File: config.mk
export PLATFORM = sky130hd
export DESIGN_NAME = alu_datapath
export DESIGN_NICKNAME = d
export VERILOG_FILES = /design/src/rtl/alu_datapath_pkg.sv /design/src/rtl/alu_datapath_core.sv /design/src/rtl/alu_datapath.sv
export SDC_FILE = /design/constraint.sdc
export NUM_CORES = 1
export LEC_CHECK = 0
export BUFFER_PORTS_ARGS = -buffer_cell sky130_fd_sc_hd__clkbuf_2
export CAP_MARGIN = 20
export CORE_UTILIZATION = 45
export DETAILED_ROUTE_END_ITERATION = 10
export PLACE_DENSITY_LB_ADDON = 0.05
export SLEW_MARGIN = 25
export SYNTH_ARGS = -nofsm -noshare
export SYNTH_HDL_FRONTEND = slang
export SYNTH_HIERARCHICAL = 1
export SYNTH_SLANG_ARGS = --single-unit
File: constraint.sdc
create_clock -name clk -period 4.68 [get_ports clk]
set_input_delay 0.936 -clock clk [delete_from_list [all_inputs] [get_ports clk]]
set_output_delay 0.936 -clock clk [all_outputs]
set_load 0.005 [all_outputs]
File: src/rtl/alu_datapath_pkg.sv
`default_nettype none
// +----------------------------------------------------------------------+
// | alu_datapath_pkg : opcodes, flag bit positions and sequencing states |
// | Rev 1.0                                                              |
// +----------------------------------------------------------------------+
package alu_datapath_pkg;

  localparam logic [3:0] OP_ADD = 4'b1001;
  localparam logic [3:0] OP_SUB = 4'b1010;
  localparam logic [3:0] OP_AND = 4'b1011;
  localparam logic [3:0] OP_OR  = 4'b1100;
  localparam logic [3:0] OP_XOR = 4'b1101;
  localparam logic [3:0] OP_NOT = 4'b1110;
  localparam logic [3:0] OP_SHL = 4'b1111;

  localparam int FLG_Z = 3;
  localparam int FLG_N = 2;
  localparam int FLG_C = 1;
  localparam int FLG_V = 0;

  typedef enum logic [1:0] {
    ST_IDLE   = 2'd0,
    ST_HAVE_A = 2'd1,
    ST_HAVE_B = 2'd2,
    ST_RESULT = 2'd3
  } state_e;

endpackage
`default_nettype wire

File: src/rtl/alu_datapath_core.sv
`default_nettype none
// +----------------------------------------------------------------------+
// | alu_core : combinational ALU producing result, carry/borrow, overflow |
// | Rev 1.0                                                              |
// +----------------------------------------------------------------------+
module alu_core
  import alu_datapath_pkg::*;
#(
  parameter int WIDTH = 16,
  parameter int OPW   = 4
) (
  input  logic [OPW-1:0]   opcode_i,
  input  logic [WIDTH-1:0] a_i,
  input  logic [WIDTH-1:0] b_i,
  output logic [WIDTH-1:0] result_o,
  output logic             carry_o,
  output logic             ovf_o
);

  logic [WIDTH:0] w_sum;
  logic [WIDTH:0] w_diff;
  logic [WIDTH:0] w_shl;

  // The extra top bit carries the carry-out, the borrow, or the last bit shifted out.
  assign w_sum  = {1'b0, a_i} + {1'b0, b_i};
  assign w_diff = {1'b0, a_i} - {1'b0, b_i};
  assign w_shl  = {1'b0, a_i} << b_i[3:0];

  always_comb begin
    result_o = '0;
    carry_o  = 1'b0;
    ovf_o    = 1'b0;
    case (opcode_i)
      OP_ADD: begin
        result_o = w_sum[WIDTH-1:0];
        carry_o  = w_sum[WIDTH];
        ovf_o    = (a_i[WIDTH-1] == b_i[WIDTH-1]) && (w_sum[WIDTH-1] != a_i[WIDTH-1]);
      end
      OP_SUB: begin
        result_o = w_diff[WIDTH-1:0];
        carry_o  = w_diff[WIDTH];
        ovf_o    = (a_i[WIDTH-1] != b_i[WIDTH-1]) && (w_diff[WIDTH-1] != a_i[WIDTH-1]);
      end
      OP_AND:  result_o = a_i & b_i;
      OP_OR:   result_o = a_i | b_i;
      OP_XOR:  result_o = a_i ^ b_i;
      OP_NOT:  result_o = ~a_i;
      OP_SHL: begin
        result_o = w_shl[WIDTH-1:0];
        carry_o  = w_shl[WIDTH];
      end
      default: result_o = '0;
    endcase
  end

endmodule
`default_nettype wire

File: src/rtl/alu_datapath.sv
`default_nettype none
// +----------------------------------------------------------------------+
// | alu_datapath : strobe-driven operand capture, compute and bus drive   |
// | Rev 1.0                                                              |
// +----------------------------------------------------------------------+
module alu_datapath
  import alu_datapath_pkg::*;
#(
  parameter int WIDTH = 16,
  parameter int OPW   = 4
) (
  input  logic             clk,
  input  logic             rst,
  input  logic [WIDTH-1:0] fullBitNum,
  input  logic             ALUin1,
  input  logic             ALUin2,
  input  logic             ALU_outlach,
  input  logic             ALU_outEN,
  input  logic             done,
  input  logic [WIDTH-1:0] bus_in,
  output logic [WIDTH-1:0] bus_out,
  output logic             bus_oe,
  output logic [3:0]       flags,
  output logic             err,
  output logic             busy
);

  state_e           state_q, state_d;
  logic [WIDTH-1:0] opa_q, opa_d;
  logic [WIDTH-1:0] opb_q, opb_d;
  logic [OPW-1:0]   opcode_q, opcode_d;
  logic [WIDTH-1:0] result_q, result_d;
  logic [3:0]       flags_q, flags_d;
  logic             err_q, err_d;

  logic [WIDTH-1:0] w_alu_res;
  logic             w_alu_c;
  logic             w_alu_v;
  logic             w_multi;
  logic             w_unused;

  assign w_unused = ^fullBitNum[WIDTH-OPW-1:0];

  alu_core #(
    .WIDTH (WIDTH),
    .OPW   (OPW)
  ) u_core (
    .opcode_i (opcode_q),
    .a_i      (opa_q),
    .b_i      (opb_q),
    .result_o (w_alu_res),
    .carry_o  (w_alu_c),
    .ovf_o    (w_alu_v)
  );

  assign w_multi = (ALUin1 & ALUin2) | (ALUin1 & ALU_outlach) | (ALUin2 & ALU_outlach);

  always_comb begin
    state_d  = state_q;
    opa_d    = opa_q;
    opb_d    = opb_q;
    opcode_d = opcode_q;
    result_d = result_q;
    flags_d  = flags_q;
    err_d    = 1'b0;
    if (w_multi) begin
      err_d = 1'b1;
    end else if (ALUin1) begin
      opa_d    = bus_in;
      opcode_d = fullBitNum[WIDTH-1 -: OPW];
      state_d  = ST_HAVE_A;
    end else if (ALUin2) begin
      if (state_q == ST_HAVE_A || state_q == ST_HAVE_B) begin
        opb_d   = bus_in;
        state_d = ST_HAVE_B;
      end else begin
        err_d = 1'b1;
      end
    end else if (ALU_outlach) begin
      if (state_q == ST_HAVE_B || state_q == ST_RESULT) begin
        state_d = ST_RESULT;
        if (opcode_q < OP_ADD) begin
          result_d = '0;
          flags_d  = 4'b1000;
          err_d    = 1'b1;
        end else begin
          result_d       = w_alu_res;
          flags_d[FLG_Z] = (w_alu_res == '0);
          flags_d[FLG_N] = w_alu_res[WIDTH-1];
          flags_d[FLG_C] = w_alu_c;
          flags_d[FLG_V] = w_alu_v;
        end
      end else begin
        err_d = 1'b1;
      end
    end
    if (ALU_outEN && state_q != ST_RESULT) begin
      err_d = 1'b1;
    end
    // done overrides the next state and silences err, but data captured above stands.
    if (done) begin
      state_d = ST_IDLE;
      err_d   = 1'b0;
    end
  end

  always_ff @(posedge clk or posedge rst) begin
    if (rst) begin
      state_q  <= ST_IDLE;
      opa_q    <= '0;
      opb_q    <= '0;
      opcode_q <= '0;
      result_q <= '0;
      flags_q  <= '0;
      err_q    <= 1'b0;
    end else begin
      state_q  <= state_d;
      opa_q    <= opa_d;
      opb_q    <= opb_d;
      opcode_q <= opcode_d;
      result_q <= result_d;
      flags_q  <= flags_d;
      err_q    <= err_d;
    end
  end

  assign bus_oe  = ALU_outEN && (state_q == ST_RESULT);
  assign bus_out = bus_oe ? result_q : '0;
  assign flags   = flags_q;
  assign err     = err_q;
  assign busy    = (state_q != ST_IDLE);

endmodule
`default_nettype wire

[After elaboration in Yosys (flattened, before gate mapping)]
Cells that the tools add are included.
Word-level totals
  flip-flop bits (word level): 59
  latch bits: 0
  RAM bits: 0
  ROM bits: 0
  output and inout bits: 23
  logic and storage cells: 76
  memories kept: 0
Operators by class
  add/sub/neg operators: 2
  multipliers: 0
  div/mod/pow operators: 0
  $lt $le $gt $ge: 1
  equality and inequality tests: 17
  shift-type cells: 1
  multiplexer cells: 22
  bitwise operators: 12
  reduce and logical (&&, ||, !) cells: 14
Operator list (count)
  $pmux W16 S7: 1
  $mux W16: 2
  $eq A4 B4 Y1 const B: 7
  $add A16 B16 Y17: 1
  $shl A16 B4 Y17: 1
  $sub A16 B16 Y17: 1
  $and A16 B16 Y16: 1
  $logic_not A16 Y1: 1
  $not A16 Y16: 1
  $or A16 B16 Y16: 1
  $xor A16 B16 Y16: 1
  $mux W2: 7
  $mux W1: 9
  $reduce_and A4 Y1: 2
  $reduce_bool A4 Y1: 2
  $reduce_and A5 Y1: 1
  $eq A2 B2 Y1 const B: 2
  $logic_and A1 B1 Y1: 4
  $lt A4 B4 Y1 const B: 1
  $mux W4: 1
  $ne A2 B2 Y1 const B: 2
  $ne A4 B2 Y1 const B: 1
  $and A1 B1 Y1: 3
  $ne A1 B1 Y1: 3
  other kinds (9): 13

[Logic depth before layout (Yosys ltp)]
Gate-level depths: netlist of run 1.
  depth after elaboration: 9
  depth in mapped cells: 15
  depth with buffers taken out: 15

[Modules after synthesis]
The synthesis of run 1 kept the hierarchy.
By module, submodules not included
  alu_core: times used 1, cells an instance 459, area an instance 3211.8 um^2, sequential area each 0.0 um^2
  alu_datapath: times used 1, cells an instance 174, area an instance 2424.8 um^2, sequential area each 1451.4 um^2

[Worst setup path after synthesis of run 1]
No wires, ideal clock.
  path kind: register -> register
  start point: reg opb_q[1]
  end point: reg flags_q[3] (netlist: flags[3])
  arrival time: 3.110 ns
  data required time: 4.603 ns
  setup slack: 1.493 ns
  stages on the path, launching flop included: 15
  period minus slack after synthesis: 3.187 ns
  cell sequence: dfrtp_1 > inv_1 > buf_2 > ha_1 > a211oi_1 > nor2_1 > o21ai_2 > o221ai_1 > a21o_1 > a21oi_1 > o221ai_1 > a311o_1 > nor4_1 > nand4_1 > a21oi_1
On the way
  word-level cells in the longest chain between the ends: 4
  elaborated cells on any way between the ends: 9
  classes of those cells: add/sub: 2; shift: 1; mux: 2; bitwise: 3; reduce/logical: 1
RTL lines
  start: declaration: RTL line alu_datapath.sv:30  | logic [WIDTH-1:0] opb_q, opb_d;
  start signal: assignment: RTL line alu_datapath.sv:119  | opb_q <= opb_d;
  $sub A16 B16 Y17 (tied with other cells): RTL line alu_datapath_core.sv:26  | assign w_diff = {1'b0, a_i} - {1'b0, b_i};
  $pmux W16 S7 *: RTL line alu_datapath_core.sv:33  | case (opcode_i)
  net w_alu_res[13]: RTL line alu_datapath.sv:36  | logic [WIDTH-1:0] w_alu_res;
  $logic_not A16 Y1 *: RTL line alu_datapath.sv:88  | flags_d[FLG_Z] = (w_alu_res == '0);
  $mux W4 *: RTL line alu_datapath.sv:82  | if (opcode_q < OP_ADD) begin
  end signal: assignment: RTL line alu_datapath.sv:122  | flags_q <= flags_d;
  end: declaration: RTL line alu_datapath.sv:33  | logic [3:0] flags_q, flags_d;
Mark *: on every way through the listed nets, which the timed path passes. The rest lies on a longest branch.
A chain may end at the register's enable or synchronous reset.

[Worst setup path in the final report of run 1]
Same ends and word-level chain as after synthesis.

==> results of run 1 <==
## cell usage in the layout (no fill, tap or decap), drive strengths merged, types with 4 or more instances in the layout
master,Yosys,layout
mux2i,31,31
o211ai,9,9
and3,18,18
ha,53,53
clkbuf,20,60
o221ai,7,7
inv,58,58
nor2,40,40
nand2,44,44
nor2b,9,9
o21ai,30,30
a221oi,7,7
mux4,4,4
nor4,4,4
nand2b,6,6
dfrtp,58,58
a21o,7,7
nor3,8,8
o2111ai,4,4
nand3,8,8
a222oi,9,9
o31ai,7,7
or3,6,6
a21oi,34,34
nand4,4,4
mux2,43,43
o21a,4,4
a22o,18,18
o22ai,9,9
a22oi,9,9
buf,17,14
## worst reg2reg max path: cells and delay by family, from the launching register on
kind | cells | cell delay [ns]
AOI/OAI and AO/OA | 7 | 1.81
and+or+nand+nor | 4 | 0.74
DFF | 1 | 0.65
adders and majority gates | 1 | 0.39
buffers and inverters | 1 | 0.25
## final cells by class
class                           instances  area share, %
Clock buffer                           11           3.97
Clock inverter                          5           1.57
Inverter                               58           3.42
Multi-Input combinational cell        480           59.4
Sequential cell                        58           22.8
Tap cell                              168           3.30
Timing Repair Buffer                   63           5.51
## power by group
group | total [mW] | internal [mW] | switching [mW]
combinational | 1.81 | 0.726 | 1.09
sequential | 0.781 | 0.610 | 0.171
clock | 0.778 | 0.546 | 0.231
## stage by stage
step / power, mW / instances / setup slack [ns] / instance area [µm²] / hold slack, ns
3_3_place_gp: 2.53 / 827 / 0.816 / 6010 / 0.475
2_1_floorplan: 2.08 / 633 / 1.49 / 5640 / 0.459
3_5_place_dp: 2.56 / 827 / 0.762 / 6010 / 0.483
5_1_grt: 3.59 / 843 / 0.443 / 6360 / 0.506
6_report: 3.37 / 843 / 0.765 / 6360 / 0.491
4_1_cts: 3.35 / 843 / 0.747 / 6360 / 0.495
## kinds of logic (layout without fill, tap and decap cells)
family | Yosys count | after routing | share of synthesized area (%)
adder cells (fa/ha/maj) | 55 | 55 | 12.5
AO/OA/AOI/OAI | 189 | 189 | 24.7
AND/OR/NAND/NOR | 157 | 157 | 13.7
buffers and inverters | 95 | 137 | 7.24
XOR/XNOR | 1 | 1 | 0.155
multiplexers | 78 | 78 | 16.0
flip-flops | 58 | 58 | 25.7
## how the worst min path moves through the flow
stage	slack, ns	start	endpoint	cells after the start
after floorplan	0.46	result_q[0]	result_q[0]	1
after global placement	0.47	result_q[0]	result_q[0]	1
after detailed placement	0.48	result_q[11]	result_q[11]	1
after CTS	0.49	result_q[11]	result_q[11]	1
after global routing	0.51	result_q[11]	result_q[11]	1
final	0.49	result_q[10]	result_q[10]	1
## state kept, by name, indices dropped and copies added (netlist names)
name / cells
opa_q: 16
opb_q: 16
result_q: 15
flags: 4
opcode_q: 4
state_q: 2
err: 1
## per-layer routing
metal | GRT usage (%) | vias to the layer above | share of wire, %
li1 | - | 2420 | -
met1 | 35.6 | 2504 | 46
met2 | 41.5 | 211 | 45
met3 | 4.41 | 30 | 6.8
met4 | 10.3 | 0 | 2.2
met5 | 0 | - | 0
==> out/results.ini, run 1 <==
[outcome]
status=finished, final reports clean

[logic_synthesis]
yosys_register_bits=58
ys_warn_count=6
synth_edf_count=0
syn_avg_cell_area_um2=8.90
yosys.cell_types.count=70
yosysMostFrequentCell=dfrtp_1
yosysTopAreaCellShare_pct=25.7
ys_top_cells_by_count=58 x dfrtp_1, 57 x inv_1, 53 x ha_1, 44 x nand2_1, 40 x nor2_1
syn-instance-count=633
ys_seq_area_share_pct=25.7
synth_ff_type=dfrtp_1
syn-cell-area_um2=5640
async_flop_share_pct=100
synth.area.top_cells=dfrtp_1 26%, ha_1 12%, mux2_2 5.8%
postSynthNetCount=727
yosysTopAreaCell=dfrtp_1

[finish]
final_util_pct=52.5
n_fill_cell=1173
ff_latch_area_um2=1450
diodes=0
area_delta_synth_final_pct=12.9
multi_input_area_um2=3780
fin_nets=764
layout-drive-gt1-share_pct=19.3

[worst_setup_path]
r2r_end=flags[3]
critPathTopFamily=compound AO/OA/AOI/OAI gates
worstRegToRegCells=13
cp_common_cell=nor2_1
path_max_fanout=16
critPathCaptureType=register
critPathKind=register to register
cp.arrival_ns=4.18
r2r_start=opb_q[1]
path_buf_inv=1
r2r_setup_slack_ns=0.77
critPathLaunchType=register
max_stage_delay_ns=0.65
cp-endpoint=flags[3]
critPathSlowestCell=dfrtp_1
worstPathRequired_ns=4.94
path_cells=inv_1 > ha_1 > a211oi_1 > nor2_1 > o21ai_2 > o221ai_1 > a311oi_1 > nor2_1 > a311oi_2 > o21ai_1 > nor4_1 > nand4_1 > a21oi_1
path_depth=13
cp-startpoint=opb_q[1]

[routing]
vias_per_cell=6.13
drcViolationCount=0
wl_um=16500
dr.pass1.iters=5
dr_total_vias=5165
antenna_left=0
routedWlPerCell_um=19.6
drtIter0Drc=562

[floorplan]
die_y_um=114
rows=40
die-area_um2=13000
die_width_um=114
io_pins=62
core-area_um2=12100
start_util_pct=46.5

[power]
irDropWorstVdd_mv=0.218
leakage_nw=3.05
power.density_nw_per_um2=530

[worst_hold_path]
hold_class=register to register

[timing]
finClkSkew_ns=0.00629
slew_headroom_pct=34.5
fin_tns_setup_ns=0
max_freq_mhz=255
setup_viol=0
tightest_slew_ns=0.981
rsz0062_at_grt=false
drv_slew=0
hold_viol=0
period_needed_ns=3.91
period_share_pct=83.6

[clocking]
htreeDepth=3
cts_resized=0
cts_buffers=9
cts_root_buffer=clkbuf_16
clock_sinks=58
holdBufCountCts=0
path_clk_slew_ns=0.05
clkLatencyLatePin_ns=0.34
cts_max_path_buffers=2
cts_tree=built
cts_setup_buffers=0

[global_routing]
grt_max_degree=59
grt_pass1_wl_um=26200
grt_remaining_overflow=0
grt_pass1_vias=4925
grt_usage_pct=26.2
antenna_found_initial=0

[run]
max_cap_viol_count=0

[placement]
place_congestion=0.921
io_buffers=49
hpwl_um=12500

Power figures use the tool's default switching activity.
==> run 2: changes to the inputs <==
Settings changed: ABC_AREA set to 1.
Clock period 4.68 ns to 4 ns, I/O delays scaled along.
==> run 2 against run 1 <==
Design area up 6.9%; total power up 17%; critical path type unchanged; highest routed layer unchanged; synthesized area up 11%; critical endpoint unchanged; non-clock buffer count down 9.
==> out/results.ini, run 2 <==
[finish]
fin_cells=1222  ; +45%
reg_top3=opa_q (16), opb_q (16), result_q (15)
diodes=0  ; unchanged
layout_commonest_cell=nand2_1
area_delta_synth_final_pct=8.44
final_cell_mix=311 x nand2_1, 153 x inv_1, 99 x nand3_1
fin_nets=1137  ; +49%
layout-drive-gt1-share_pct=12.1  ; -7.1 points

[global_routing]
grt_max_degree=39  ; -34%
grt.met1_usage_pct=40.4  ; +4.8 points
grt_remaining_overflow=0  ; unchanged
grt_use_met2_pct=37.7  ; -3.8 points
gr-usage-met3_pct=4.85  ; +0.44 points
busiest_layer=met1
grt_pass1_vias=5655  ; +15%
grt_usage_pct=27.1  ; +0.94 points
grt_pass1_wl_um=30100  ; +15%
antenna_found_initial=0  ; unchanged

[routing]
wl_um=18500  ; +12%
dr_total_vias=6323  ; +22%
dr.pass1.iters=5  ; unchanged
drtIter0Drc=500  ; -11%
routedWlPerCell_um=15.1  ; -23%
antenna_left=0  ; unchanged
drcViolationCount=0  ; unchanged
vias_per_cell=5.17  ; -16%

[logic_synthesis]
synth_edf_count=0  ; unchanged
syn-cell-area_um2=6270  ; +11%
synth_ff_type=dfrtp_1
syn-instance-count=1012  ; +60%
postSynthNetCount=1106  ; +52%
ys_top_cells_by_count=311 x nand2_1, 154 x inv_1, 100 x nand3_1, 98 x nor2_1, 58 x dfrtp_1
yosysTopAreaCellShare_pct=23.1  ; -2.6 points
yosysTopAreaCell=dfrtp_1
yosys_register_bits=58  ; unchanged
yosys.cell_types.count=42  ; -40%
syn_avg_cell_area_um2=6.20  ; -30%
async_flop_share_pct=100  ; unchanged
ys_seq_area_share_pct=23.1  ; -2.6 points
ys_warn_count=6  ; unchanged
yosysMostFrequentCell=nand2_1
synth.area.top_cells=dfrtp_1 23%, nand2_1 19%, ha_1 11%

[floorplan]
die-area_um2=14400  ; +11%
io_pins=62  ; unchanged
die_width_um=120  ; +5.4%
rows=42  ; +5.0%
die_y_um=120  ; +5.4%
core-area_um2=13400  ; +11%
start_util_pct=46.8  ; +0.26 points

[power]
irDropWorstVdd_mv=0.320  ; +47%
power_mw=3.96  ; +17%
leakage_nw=3.76  ; +23%
power.density_nw_per_um2=582  ; +9.8%

[timing]
slew_headroom_pct=51.3  ; +17 points
period_share_pct=78.9  ; -4.8 points
rsz0062_at_grt=false
drv_slew=0  ; unchanged
max_freq_mhz=317  ; +24%
period_needed_ns=3.16  ; -0.759 ns
hold_viol=0  ; unchanged
finClkSkew_ns=0.00917  ; +0.00288 ns
setup_viol=0  ; unchanged
fin_tns_setup_ns=0  ; unchanged
tightest_slew_ns=0.729  ; -0.252 ns

[worst_hold_path]
hold-path-cell-count=2  ; +1
hold_class=register to register

[outcome]
status=finished, final reports clean

[clocking]
cts_root_buffer=clkbuf_16
path_clk_slew_ns=0.05  ; about the same
clkLatencyLatePin_ns=0.33  ; about the same
clock_sinks=58  ; unchanged
holdBufCountCts=0  ; unchanged
htreeDepth=3  ; unchanged
cts_resized=0  ; unchanged
cts_buffers=9  ; unchanged
cts_tree=built
cts_max_path_buffers=2  ; unchanged
cts_setup_buffers=0  ; unchanged

[worst_setup_path]
cp.arrival_ns=3.40  ; -0.78 ns
worstPathRequired_ns=4.25  ; -0.69 ns
critPathLaunchType=register
critPathKind=register to register
worstRegToRegCells=17  ; +4
critPathCaptureType=register
path_max_fanout=22  ; +6

[placement]
place_congestion=0.937  ; +1.7%
hpwl_um=14700  ; +17%
dp_cells=1208  ; +46%
io_buffers=49  ; unchanged

[run]
max_cap_viol_count=0  ; unchanged

==> run 2: cell count changes after synthesis, sizes merged, moves of 11 or more <==
cell	change
a22o	-18
and3	-17
mux2	-43
buf	+11
inv	+108
clkbuf	-14
nand3	+94
nor2	+65
mux2i	-29
o21ai	+37
nand2	+281
==> run 2: critical path, stage by stage (launching register included) <==
cell	delay, ns
dfrtp_1	0.69
inv_2	0.34
fa_1	0.52
inv_1	0.09
nand3_1	0.06
nand3_1	0.17
nand2_1	0.07
nand2_1	0.16
nand2_1	0.10
nand2_1	0.07
nand2_1	0.05
nand3_1	0.07
nand3_1	0.14
nor2_1	0.14
nand2_1	0.06
nor2_1	0.11
nand2_1	0.06
a21boi_0	0.15
==> run 2: routing by layer <==
layer	share of wire [%]	up-vias	routed length (µm)
li1	-	3255	-
met2	40	192	7470
met5	0	-	0
met4	3.9	0	720
met3	6.6	33	1220
met1	49	2843	9050
==> run 2: worst paths after layout <==
check	startpoint	slack (ns)	to
setup reg to reg	opb_q[1]	0.84	flags[3]
setup / recovery	opb_q[1]	0.84	flags[3]
min in group asynchronous	rst	0.57	opcode_q[1]
hold reg to reg	flags[1]	0.49	flags[1]
hold / removal	flags[1]	0.49	flags[1]
max in group asynchronous	rst	2.65	result_q[8]
==> run 2: area by class of cell <==
| type | count | area [µm²] |
|---|---|---|
| Clock buffer | 11 | 253 |
| Fill cell | 1460 | 6600 |
| Multi-Input combinational cell | 754 | 3930 |
| Tap cell | 176 | 220 |
| Sequential cell | 58 | 1450 |
| Clock inverter | 3 | 40.0 |
| Inverter | 166 | 623 |
| Timing Repair Buffer | 54 | 283 |
==> run 2: logic make-up (layout without fill, tap and decap cells) <==
kind of cell | Yosys count | after routing | synth area share, %
buffers and inverters | 200 | 234 | 14.3
AND/OR/NAND/NOR | 555 | 555 | 37.3
adder cells (fa/ha/maj) | 55 | 55 | 11.2
flip-flops | 58 | 58 | 23.1
AO/OA/AOI/OAI | 140 | 140 | 13.5
XOR/XNOR | 2 | 2 | 0.279
multiplexers | 2 | 2 | 0.319
==> run 2: power breakdown <==
part | internal [mW] | leakage, nW | total, mW | switching [mW]
logic | 0.719 | 2.91 | 2.27 | 1.55
clock network | 0.505 | 0.147 | 0.757 | 0.252
registers | 0.753 | 0.705 | 0.927 | 0.174
==> run 2: per-stage QoR <==
step | worst slack, ns | instance area [µm²] | hold slack (ns) | utilization [%]
3_3_place_gp | 0.950 | 6500 | 0.475 | 48.5
4_1_cts | 0.899 | 6800 | 0.495 | 50.7
5_1_grt | 0.562 | 6800 | 0.525 | 50.7
3_5_place_dp | 0.925 | 6500 | 0.481 | 48.5
2_1_floorplan | 1.64 | 6270 | 0.472 | -
6_report | 0.844 | 6800 | 0.489 | 50.7
==> run 3: changes to the inputs <==
Settings changed: ABC_AREA 1 to 0.
Clock period 4 ns to 2.7 ns, I/O delays scaled along.
==> run 3 against run 2 <==
The flow now finishes with violations (negative setup slack); total power grew 90%; combinational power grew 130%; global-route usage grew 4.0 points; utilization grew 16 points; maximum frequency grew 2.1%; worst setup slack lost 1.2 ns; clock skew shrank 0.0025 ns; critical path type unchanged.
==> out/results.ini, run 3 (synthesized netlist as in run 1, its figures left out) <==
[power]
irDropWorstVdd_mv=0.506  ; +58%
power.density_nw_per_um2=933  ; +60%
leakage_nw=3.91  ; +4.0%
power_mw=7.52  ; +90%

[timing]
tightest_slew_ns=0.830  ; +0.101 ns
period_needed_ns=3.09  ; -0.0645 ns
fin_ws_ns=-0.391  ; -1.24 ns
hold_slack_ns=0.268  ; -0.221 ns
setup_viol=11  ; +11
drv_slew=0  ; unchanged
max_freq_mhz=324  ; +2.1%
period_share_pct=114  ; +36 points
slew_headroom_pct=44.0  ; -7.4 points
rsz0062_at_grt=true
hold_viol=0  ; unchanged
finClkSkew_ns=0.00667  ; -0.00250 ns

[clocking]
clkLatencyLatePin_ns=0.34  ; about the same
holdBufCountCts=0  ; unchanged
cts_buffers=9  ; unchanged
clock_sinks=58  ; unchanged
cts_tree=built
htreeDepth=3  ; unchanged
cts_max_path_buffers=2  ; unchanged
cts_root_buffer=clkbuf_16
path_clk_slew_ns=0.05  ; about the same

[finish]
fin_nets=927  ; -18%
multi_input_area_um2=4200  ; +6.8%
layout-drive-gt1-share_pct=43.9  ; +32 points
diodes=0  ; unchanged
final_util_pct=66.5  ; +16 points
reg_top3=opa_q (16), opb_q (16), result_q (15)
n_fill_cell=1046  ; -28%
ff_latch_area_um2=1460  ; +0.52%
fin_cells=1006  ; -18%
final_cell_mix=165 x buf_4, 52 x dfrtp_1, 49 x clkbuf_2
area_delta_synth_final_pct=42.9
layout_commonest_cell=buf_4

[global_routing]
grt_remaining_overflow=0  ; unchanged
grt.met1_usage_pct=42.8  ; +2.4 points
grt_usage_pct=31.1  ; +4.0 points
grt_use_met2_pct=49.8  ; +12 points
grt_pass1_wl_um=30700  ; +2.2%
antenna_found_initial=0  ; unchanged
gr-usage-met3_pct=4.14  ; -0.70 points
grt_max_degree=33  ; -15%
grt_pass1_vias=5584  ; -1.3%
busiest_layer=met2

[routing]
antenna_left=0  ; unchanged
drtIter0Drc=652  ; +30%
dr_total_vias=5791  ; -8.4%
routedWlPerCell_um=19.3  ; +28%
drcViolationCount=0  ; unchanged
wl_um=19500  ; +5.4%
vias_per_cell=5.76  ; +11%
dr.pass1.iters=6  ; +1

[worst_setup_path]
critPathCaptureType=register
critPathKind=register to register
critPathLaunchType=register
r2r_end=flags[3]
r2r_setup_slack_ns=-0.39  ; -1.24 ns
path_max_fanout=4  ; -82%
worstRegToRegCells=15  ; -2
r2r_start=opb_q[0]
worstPathRequired_ns=2.96  ; -1.29 ns
cp.arrival_ns=3.35  ; -0.05 ns

[outcome]
status=finished, violations left
violations=negative setup slack

[floorplan]
core-area_um2=12100  ; -9.6%
start_util_pct=46.5  ; -0.26 points
io_pins=62  ; unchanged
die-area_um2=13000  ; -10%
rows=40  ; -4.8%
die_width_um=114  ; -5.1%
die_y_um=114  ; -5.1%

[worst_hold_path]
hold_class=input port to asynchronous set/reset pin

[run]
max_cap_viol_count=0  ; unchanged

[placement]
place_congestion=1.00  ; +6.9%
io_buffers=49  ; unchanged
hpwl_um=15100  ; +3.2%
dp_cells=969  ; -20%
dp_slack_ns=-0.474  ; -1.40 ns

-- run 3: worst max path at each step --
stage	slack (ns)	start	to	depth (start not counted)
after detailed placement	-0.47	opa_q[0]	flags[3]	15
final	-0.39	opb_q[0]	flags[3]	15
after floorplan	-0.10	opa_q[0]	flags[3]	15
after CTS	-0.37	opb_q[0]	flags[3]	15
after global placement	-0.36	opa_q[0]	flags[3]	14
after global routing	-0.51	opb_q[0]	flags[3]	15
-- run 3: power by group --
| part | internal [mW] | total [mW] | leakage, nW | switching [mW] |
|---|---|---|---|---|
| clock | 0.744 | 1.14 | 0.152 | 0.400 |
| sequential | 1.07 | 1.24 | 0.729 | 0.176 |
| combinational | 2.50 | 5.13 | 3.03 | 2.63 |
| total | 4.31 | 7.52 | 3.91 | 3.21 |
-- run 3: layer usage --
| layer | vias to the layer above | share of wire (%) |
|---|---|---|
| met5 | - | 0 |
| li1 | 2746 | - |
| met4 | 0 | 2.4 |
| met2 | 215 | 47 |
| met1 | 2794 | 46 |
| met3 | 36 | 5.3 |
-- run 3: layout make-up --
class                   instances  share of cell area (%)
inverters                      58                    2.76
clock inverters                 1                  0.0621
clock buffers                  15                    3.70
well taps                     168                    2.61
flip-flops and latches         58                    18.1
multi-input cells             480                    52.1
repair buffers                226                    20.6
-- run 3: through the flow --
| stage | area [µm²] | TNS (ns) |
|---|---|---|
| finish | 8060 | -1.51 |
| global route | 8060 | -2.82 |
| CTS | 7890 | -1.63 |
| detailed placement | 7220 | -2.53 |
| global placement | 7220 | -2.03 |
| floorplan | 5740 | -0.103 |
-- run 3: repair_timing --
| item | in CTS | in global routing |
|---|---|---|
| setup buffers | 18 | 7 |
| setup endpoints to repair | 12 | 15 |
| resized for setup | 48 | 43 |
| pin swaps | 28 | 30 |
-- run 3: critical path, cell delays in order (launching register included) --
cell and delay (ns):
dfrtp_2 0.41, ha_2 0.21, inv_2 0.04, fa_2 0.36
nor2b_4 0.13, o211a_1 0.20, o211ai_1 0.10, buf_4 0.17
a31oi_4 0.17, buf_4 0.15, o2111a_1 0.16, a21oi_1 0.04
a211o_1 0.33, nor4_1 0.24, nand4_1 0.15, a21oi_2 0.17
